--- src/rtl/alarm_ctrl_pkg.sv ---
// rtl/alarm_ctrl_pkg.sv - shared types and constants for the alarm controller
//
// Purpose: state encoding, bus widths and a timer-width helper used by
//          alarm_controller and alarm_tick_timer.
// Contents:
//   alarm_state_e  - DISARMED / ARMED / RINGING / SNOOZE
//   TIME_W         - width of the BCD {H10,H1,M10,M1} time bus
//   SNOOZE_CNT_W   - width of the snooze-used counter
//   timer_width()  - bits needed to hold 0..max_val
package alarm_ctrl_pkg;

   typedef enum logic [1:0] {
      DISARMED = 2'd0,
      ARMED    = 2'd1,
      RINGING  = 2'd2,
      SNOOZE   = 2'd3
   } alarm_state_e;

   localparam int TIME_W       = 16;
   localparam int SNOOZE_CNT_W = 3;

   function automatic int timer_width(input int max_val);
      return $clog2(max_val + 1);
   endfunction

endpackage

--- src/rtl/alarm_tick_timer.sv ---
// rtl/alarm_tick_timer.sv - loadable down-counter advanced by the 1 Hz tick
//
// Purpose: counts whole seconds down to zero; never wraps below zero.
//          Priority is clear > load > tick.
// Parameters:
//   W             - counter width
// Ports:
//   i_Clk         in   clock
//   i_Reset       in   synchronous active-low reset
//   i_Load        in   load i_Load_Value this cycle
//   i_Load_Value  in   W  reload value
//   i_Clear       in   force the counter to zero
//   i_Tick        in   decrement by one (caller gates with state)
//   o_Zero        out  counter currently holds zero
//   o_Expire      out  this tick takes the counter from 1 to 0
module alarm_tick_timer #(
   parameter int W = 8
) (
   input  logic         i_Clk,
   input  logic         i_Reset,
   input  logic         i_Load,
   input  logic [W-1:0] i_Load_Value,
   input  logic         i_Clear,
   input  logic         i_Tick,
   output logic         o_Zero,
   output logic         o_Expire
);

   logic [W-1:0] count_q;
   logic [W-1:0] count_d;

   always_comb begin
      count_d = count_q;
      if (i_Clear) begin
         count_d = '0;
      end else if (i_Load) begin
         count_d = i_Load_Value;
      end else if (i_Tick && (count_q != '0)) begin
         count_d = count_q - W'(1);
      end
   end

   always_ff @(posedge i_Clk) begin
      if (!i_Reset) begin
         count_q <= '0;
      end else begin
         count_q <= count_d;
      end
   end

   assign o_Zero = (count_q == '0);

   // The caller only ticks a timer in the state that owns it, where no load
   // or clear can coincide, so expiry needs only the tick and the count.
   assign o_Expire = i_Tick && (count_q == W'(1));

endmodule

--- src/rtl/alarm_controller.sv ---
// rtl/alarm_controller.sv - alarm arm/ring/snooze sequencer
//
// Purpose: compares running time with alarm time and sequences the alarm
//          through DISARMED / ARMED / RINGING / SNOOZE. Ring duration and
//          snooze interval are timed in seconds from the 1 Hz pulse.
// Optional feature macro: ALARM_BEEP_EN - when defined, o_Alarm_On beeps
//          1 s on / 1 s off while ringing; otherwise it is steady.
// Parameters:
//   RING_SECONDS     ring time before auto-stop (1..255)
//   SNOOZE_MINUTES   snooze interval in minutes (1..15)
//   MAX_SNOOZE       snoozes allowed per alarm event (0..7)
// Ports:
//   i_Clk_100MHz      in   system clock
//   i_Reset           in   synchronous active-low reset
//   i_Tick_1Hz_Pulse  in   one-cycle pulse per second
//   i_Time            in   16  current time, BCD 12-hour
//   i_Time_PM         in   current time PM flag
//   i_Alarm_Time      in   16  alarm time, BCD 12-hour
//   i_Alarm_PM        in   alarm PM flag
//   i_Alarm_Enable    in   level, alarm armed
//   i_Setting         in   level, time or alarm being changed
//   i_Snooze          in   one-cycle snooze pulse
//   o_Alarm_Enabled   out  state != DISARMED
//   o_Alarm_On        out  alarm sounding
//   o_Snoozing        out  state == SNOOZE
//   o_Snooze_Count    out  3  snoozes used in current event
module alarm_controller
   import alarm_ctrl_pkg::*;
#(
   parameter int RING_SECONDS   = 60,
   parameter int SNOOZE_MINUTES = 9,
   parameter int MAX_SNOOZE     = 3
) (
   input  logic                    i_Clk_100MHz,
   input  logic                    i_Reset,
   input  logic                    i_Tick_1Hz_Pulse,
   input  logic [TIME_W-1:0]       i_Time,
   input  logic                    i_Time_PM,
   input  logic [TIME_W-1:0]       i_Alarm_Time,
   input  logic                    i_Alarm_PM,
   input  logic                    i_Alarm_Enable,
   input  logic                    i_Setting,
   input  logic                    i_Snooze,
   output logic                    o_Alarm_Enabled,
   output logic                    o_Alarm_On,
   output logic                    o_Snoozing,
   output logic [SNOOZE_CNT_W-1:0] o_Snooze_Count
);

   localparam int RING_W = timer_width(RING_SECONDS);
   localparam int SNZ_W  = timer_width(SNOOZE_MINUTES * 60);

   localparam logic [RING_W-1:0]       RING_LOAD = RING_W'(RING_SECONDS);
   localparam logic [SNZ_W-1:0]        SNZ_LOAD  = SNZ_W'(SNOOZE_MINUTES * 60);
   localparam logic [SNOOZE_CNT_W-1:0] MAX_SNZ   = SNOOZE_CNT_W'(MAX_SNOOZE);

   alarm_state_e                state_q;
   alarm_state_e                state_d;
   logic [SNOOZE_CNT_W-1:0]     cnt_q;
   logic [SNOOZE_CNT_W-1:0]     cnt_d;
   logic                        match_prev_q;
   logic                        enabled_q;
   logic                        on_q;
   logic                        snoozing_q;
   logic                        on_d;

   logic match;
   logic match_rise;
   logic ring_load;
   logic snz_load;
   logic timer_clr;
   logic ring_tick;
   logic snz_tick;
   logic ring_zero;
   logic ring_exp;
   logic snz_zero;
   logic snz_exp;

   // Setting forces match low, so releasing i_Setting on a matching minute
   // produces a fresh rising edge and the alarm still fires.
   assign match = (i_Time == i_Alarm_Time) && (i_Time_PM == i_Alarm_PM) && !i_Setting;
   assign match_rise = match && !match_prev_q;

   // Timers only see ticks in the state that owns them; a snooze pulse
   // takes priority over a ring-timer tick in the same cycle.
   assign timer_clr = !i_Alarm_Enable;
   assign ring_tick = i_Alarm_Enable && (state_q == RINGING) && i_Tick_1Hz_Pulse && !i_Snooze;
   assign snz_tick  = i_Alarm_Enable && (state_q == SNOOZE) && i_Tick_1Hz_Pulse;

   alarm_tick_timer #(.W(RING_W)) u_ring_timer (
      .i_Clk        (i_Clk_100MHz),
      .i_Reset      (i_Reset),
      .i_Load       (ring_load),
      .i_Load_Value (RING_LOAD),
      .i_Clear      (timer_clr),
      .i_Tick       (ring_tick),
      .o_Zero       (ring_zero),
      .o_Expire     (ring_exp)
   );

   alarm_tick_timer #(.W(SNZ_W)) u_snooze_timer (
      .i_Clk        (i_Clk_100MHz),
      .i_Reset      (i_Reset),
      .i_Load       (snz_load),
      .i_Load_Value (SNZ_LOAD),
      .i_Clear      (timer_clr),
      .i_Tick       (snz_tick),
      .o_Zero       (snz_zero),
      .o_Expire     (snz_exp)
   );

   always_comb begin
      state_d   = state_q;
      cnt_d     = cnt_q;
      ring_load = 1'b0;
      snz_load  = 1'b0;
      if (!i_Alarm_Enable) begin
         state_d = DISARMED;
         cnt_d   = '0;
      end else begin
         unique case (state_q)
            DISARMED: state_d = ARMED;
            ARMED: begin
               if (match_rise) begin
                  state_d   = RINGING;
                  ring_load = 1'b1;
                  cnt_d     = '0;
               end
            end
            RINGING: begin
               if (i_Snooze) begin
                  if (cnt_q < MAX_SNZ) begin
                     state_d  = SNOOZE;
                     snz_load = 1'b1;
                     cnt_d    = cnt_q + SNOOZE_CNT_W'(1);
                  end else begin
                     state_d = ARMED;
                     cnt_d   = '0;
                  end
               end else if (i_Tick_1Hz_Pulse && (ring_exp || ring_zero)) begin
                  // A zero count here means the timer was never loaded;
                  // treat it as expired rather than ringing forever.
                  state_d = ARMED;
                  cnt_d   = '0;
               end
            end
            SNOOZE: begin
               if (i_Tick_1Hz_Pulse && (snz_exp || snz_zero)) begin
                  state_d   = RINGING;
                  ring_load = 1'b1;
               end
            end
            default: state_d = DISARMED;
         endcase
      end
   end

`ifdef ALARM_BEEP_EN
   logic phase_q;
   logic phase_d;

   always_comb begin
      phase_d = phase_q;
      if (state_d == RINGING) begin
         if (state_q != RINGING) begin
            phase_d = 1'b1;
         end else if (i_Tick_1Hz_Pulse) begin
            phase_d = !phase_q;
         end
      end
      on_d = (state_d == RINGING) && phase_d;
   end

   always_ff @(posedge i_Clk_100MHz) begin
      if (!i_Reset) begin
         phase_q <= 1'b0;
      end else begin
         phase_q <= phase_d;
      end
   end
`else
   always_comb begin
      on_d = (state_d == RINGING);
   end
`endif

   // State, snooze count, edge history and all outputs are registered
   // together so every output follows its cause by exactly one cycle.
   always_ff @(posedge i_Clk_100MHz) begin
      if (!i_Reset) begin
         state_q      <= DISARMED;
         cnt_q        <= '0;
         match_prev_q <= 1'b1;
         enabled_q    <= 1'b0;
         on_q         <= 1'b0;
         snoozing_q   <= 1'b0;
      end else begin
         state_q      <= state_d;
         cnt_q        <= cnt_d;
         match_prev_q <= match;
         enabled_q    <= (state_d != DISARMED);
         on_q         <= on_d;
         snoozing_q   <= (state_d == SNOOZE);
      end
   end

   assign o_Alarm_Enabled = enabled_q;
   assign o_Alarm_On      = on_q;
   assign o_Snoozing      = snoozing_q;
   assign o_Snooze_Count  = cnt_q;

endmodule

--- config.mk ---
export PLATFORM = sky130hd
export DESIGN_NAME = alarm_controller
export DESIGN_NICKNAME = d
export VERILOG_FILES = /design/src/rtl/alarm_ctrl_pkg.sv /design/src/rtl/alarm_tick_timer.sv /design/src/rtl/alarm_controller.sv
export SDC_FILE = /design/constraint.sdc
export NUM_CORES = 1
export LEC_CHECK = 0
export ABC_CLOCK_PERIOD_IN_PS = 2450
export CAP_MARGIN = 5
export CORE_ASPECT_RATIO = 0.5
export CORE_MARGIN = 4
export CORE_UTILIZATION = 42
export DETAILED_ROUTE_END_ITERATION = 8
export MAX_ROUTING_LAYER = met4
export PLACE_DENSITY = 0.81
export SYNTH_ARGS = -nofsm -noshare
export SYNTH_HDL_FRONTEND = slang
export SYNTH_SLANG_ARGS = --single-unit
--- constraint.sdc ---
create_clock -name i_Clk_100MHz -period 2.45 [get_ports i_Clk_100MHz]
set_clock_uncertainty 0.15 [all_clocks]
set_input_delay 0.49 -clock i_Clk_100MHz [delete_from_list [all_inputs] [get_ports i_Clk_100MHz]]
set_output_delay 0.49 -clock i_Clk_100MHz [all_outputs]
set_load 0.01 [all_outputs]
==> impl_metrics.ini, run 1 <==
[logic_synthesis]
synthFlopType = dfxtp_1
synthArstFlopShare = 0
synth_edf_count = 0
netlist_area_um2 = 1490
yosys.area.top_type = dfxtp_1
ys_warn_count = 0
synth_area_leaders = dfxtp_1 34%, xor2_1 11%, ha_1 5.9%
synth_top_area_share = 0.337
synth-seq-cells = 25
synth.avg_cell_area_um2 = 8.54
ys_seq_area_frac = 0.337
synth_cells = 174
syn-num-nets = 221
ys_types = 41

[critical_path]
cp.arrival_ps = 2360
cp_slowest_cell = or4_4
path_common_cell = or4_4
critical-path-top-delay-family = simple AND/OR/NAND/NOR gates
crit_chain = clkdlybuf4s50_1, nand2b_4, o2111ai_2, or4_4, or4_4, and3_1
crit_buf_inv = 1
reg2reg_slack_ps = 220
crit_type = input pin to flip-flop
required_ps = 2460
path_max_fanout = 5
cp-start-kind = input pin
max_stage_delay_ps = 550
end_kind = flip-flop

[timing]
hold_viol = 0
final-setup-viol-count = 0
fmax_ghz = 0.426
tightest_slew_ps = 451
slew_violations = 0
tns_ps = 0
fin_crit_ps = 2350
fin_crit_sh = 0.959
relSlewSlack = 0.696
rsz0062_at_grt = no

[power]
p_leak_nw = 0.826
switchingPower_uw = 181
seqPwrFrac = 0.516
p_comb_frac = 0.183
intPower_uw = 615
ir_drop_uv = 209
p_clk_frac = 0.301
cellPowerDensity_nw_per_um2 = 363
netSwitchingFraction = 0.227

[grt]
grt_overflow = 0
grt_pass1_wl_um = 6690
grt_usage = 0.183
first_global_vias = 1558
grt_max_degree = 14
grt_antenna_before_repair = 0

[cells_and_area]
n_antenna_cell = 0
nNetsFinal = 287
final_layout_size_suffix_gt1_frac = 0.126
area_growth_pct = 47.4
final_util = 0.687
final_area_um2 = 2190

[clock_network]
cts.sinks = 25
postCtsHoldBufs = 0
cts_buffers = 3
clk_pin_slew_ps = 80
root_buffer = clkbuf_8
cts_tree = yes
htree_levels = 1
clk_latency_ps = 260
clockBufferDepth = 2

[detailed_routing]
wl_per_cell_um = 13.8
routed_wl_um = 3960
dr.pass1.iters = 4
vias_per_cell = 5.33
drc = 0
routed-via-count = 1530
ant_nets = 0
drt_iter0_drc = 74

[die]
dieHeight_um = 50.1
io_pins = 46
rows = 14
dieWidth_um = 92.1
start_util = 0.466
core_um2 = 3190
dieArea_um2 = 4610

[status]
status = completed

[hold_path]
hp-class = flip-flop to flip-flop

[place]
numPortBuffers = 45
place_hpwl_um = 3050
post_dp_cell_area_um2 = 2070
place_congestion = 0.807

[run]
drv_cap = 0
-- through the flow --
step / cells / hold WS (ps) / setup WS (ps) / power, mW
4_1_cts: 287 / 337 / 16.4 / 0.791
3_3_place_gp: 276 / 317 / -351 / 0.551
2_1_floorplan: 174 / 331 / 95.8 / 0.463
6_report: 287 / 331 / 100 / 0.796
3_5_place_dp: 276 / 325 / -382 / 0.554
5_1_grt: 287 / 354 / 50.7 / 0.828
-- layout make-up --
type / instances / area (µm²)
Clock buffer: 4 / 45.0
Fill cell: 263 / 997
Inverter: 10 / 37.5
Multi-Input combinational cell: 137 / 975
Sequential cell: 25 / 500
Tap cell: 48 / 60.1
Timing Repair Buffer: 63 / 573
-- cells in the mapped netlist, types with 2 or more instances --
cell type and count:
nand4_1 3, a21oi_1 4, o21ai_0 4, a31oi_1 5
nand2b_1 7, nor3_1 5, inv_1 9, xnor2_1 6
nand2_1 15, nor2_1 15, nor4_1 7, nand3_1 5
o21ai_1 2, a211oi_1 2, xor2_1 18, dfxtp_1 25
a311oi_1 2, or4_4 2, and3_1 2, clkbuf_1 2
ha_1 7, nor2b_1 4, nand4b_1 4, and2_1 2
-- power by group through the flow --
| stage | logic (mW) | registers [mW] | clock network [mW] |
|---|---|---|---|
| final | 0.146 | 0.410 | 0.240 |
| after global routing | 0.157 | 0.411 | 0.259 |
| after CTS | 0.141 | 0.410 | 0.239 |
| after detailed placement | 0.134 | 0.420 | 0 |
| after global placement | 0.131 | 0.420 | 0 |
| after floorplan | 0.0435 | 0.420 | 0 |
-- metal layers --
metal,GRT usage,share of wire,up-vias,routed length (µm)
met5,-,0,-,0
met3,0.0334,0.075,10,297
met2,0.325,0.48,62,1900
li1,-,-,757,-
met4,0.0591,0.028,0,112
met1,0.210,0.42,701,1650
-- state kept, by name (all words and copies together), names as in the netlist --
register,count
u_snooze_timer.count_q,10
state_q,2
match_prev_q,1
o_Alarm_Enabled,1
o_Snooze_Count,3
o_Snoozing,1
u_ring_timer.count_q,6
o_Alarm_On,1
-- placed cells by master (no fill, tap or decap), types with 5 or more instances in the layout --
cell	n
nand2_1	15
nand3_1	5
nor3_1	5
dfxtp_1	25
ha_1	7
nor2_1	15
dlygate4sd2_1	10
xnor2_1	6
buf_4	18
clkdlybuf4s50_1	35
a31oi_1	5
xor2_1	18
inv_1	9
nor4_1	7
nand2b_1	5
-- worst register-to-register path, stage by stage (launching register included) --
cell and delay, ps:
dfxtp_1 430, nor2b_1 260, nand2b_1 110, or4_4 520
or4_4 460, and3_1 200
-- kinds of logic (layout without fill, tap and decap cells) --
family	count (synthesis)	in the layout	share of synthesized area
AOI/OAI and AO/OA	28	28	0.136
xor gates and xnor gates	24	24	0.141
adders and majority gates	7	7	0.0589
buffers and inverters	12	77	0.0303
DFF	25	25	0.337
and+or+nand+nor	78	78	0.297
-- final timing paths --
kind	from	endpoint	cells after the start
worst max-delay path	i_Time[1]	state_q[0]	6
worst min-delay path	o_Snooze_Count[2]	o_Snooze_Count[2]	2
worst min register to register	o_Snooze_Count[2]	o_Snooze_Count[2]	2
worst max register to register	state_q[0]	state_q[0]	5
-- timing repair --
| item | CTS | global route |
|---|---|---|
| pin swaps | 4 | 1 |
| resized for setup | 13 | 2 |
| gates cloned | 0 | 0 |
| buffers inserted | 7 | 0 |
| endpoints found under the setup margin | 6 | 8 |
No activity file was read; power rests on OpenSTA's default activity.
==> run 2: changes to the inputs <==
--- a/config.mk
+++ b/config.mk
@@ -11,6 +11,7 @@
 export CORE_MARGIN = 4
 export CORE_UTILIZATION = 42
 export DETAILED_ROUTE_END_ITERATION = 8
+export GPL_TIMING_DRIVEN = 1
 export MAX_ROUTING_LAYER = met4
 export PLACE_DENSITY = 0.81
 export SYNTH_ARGS = -nofsm -noshare
==> results of run 2 <==
No change in the layout: final DEF, timing and power equal those of run 1.
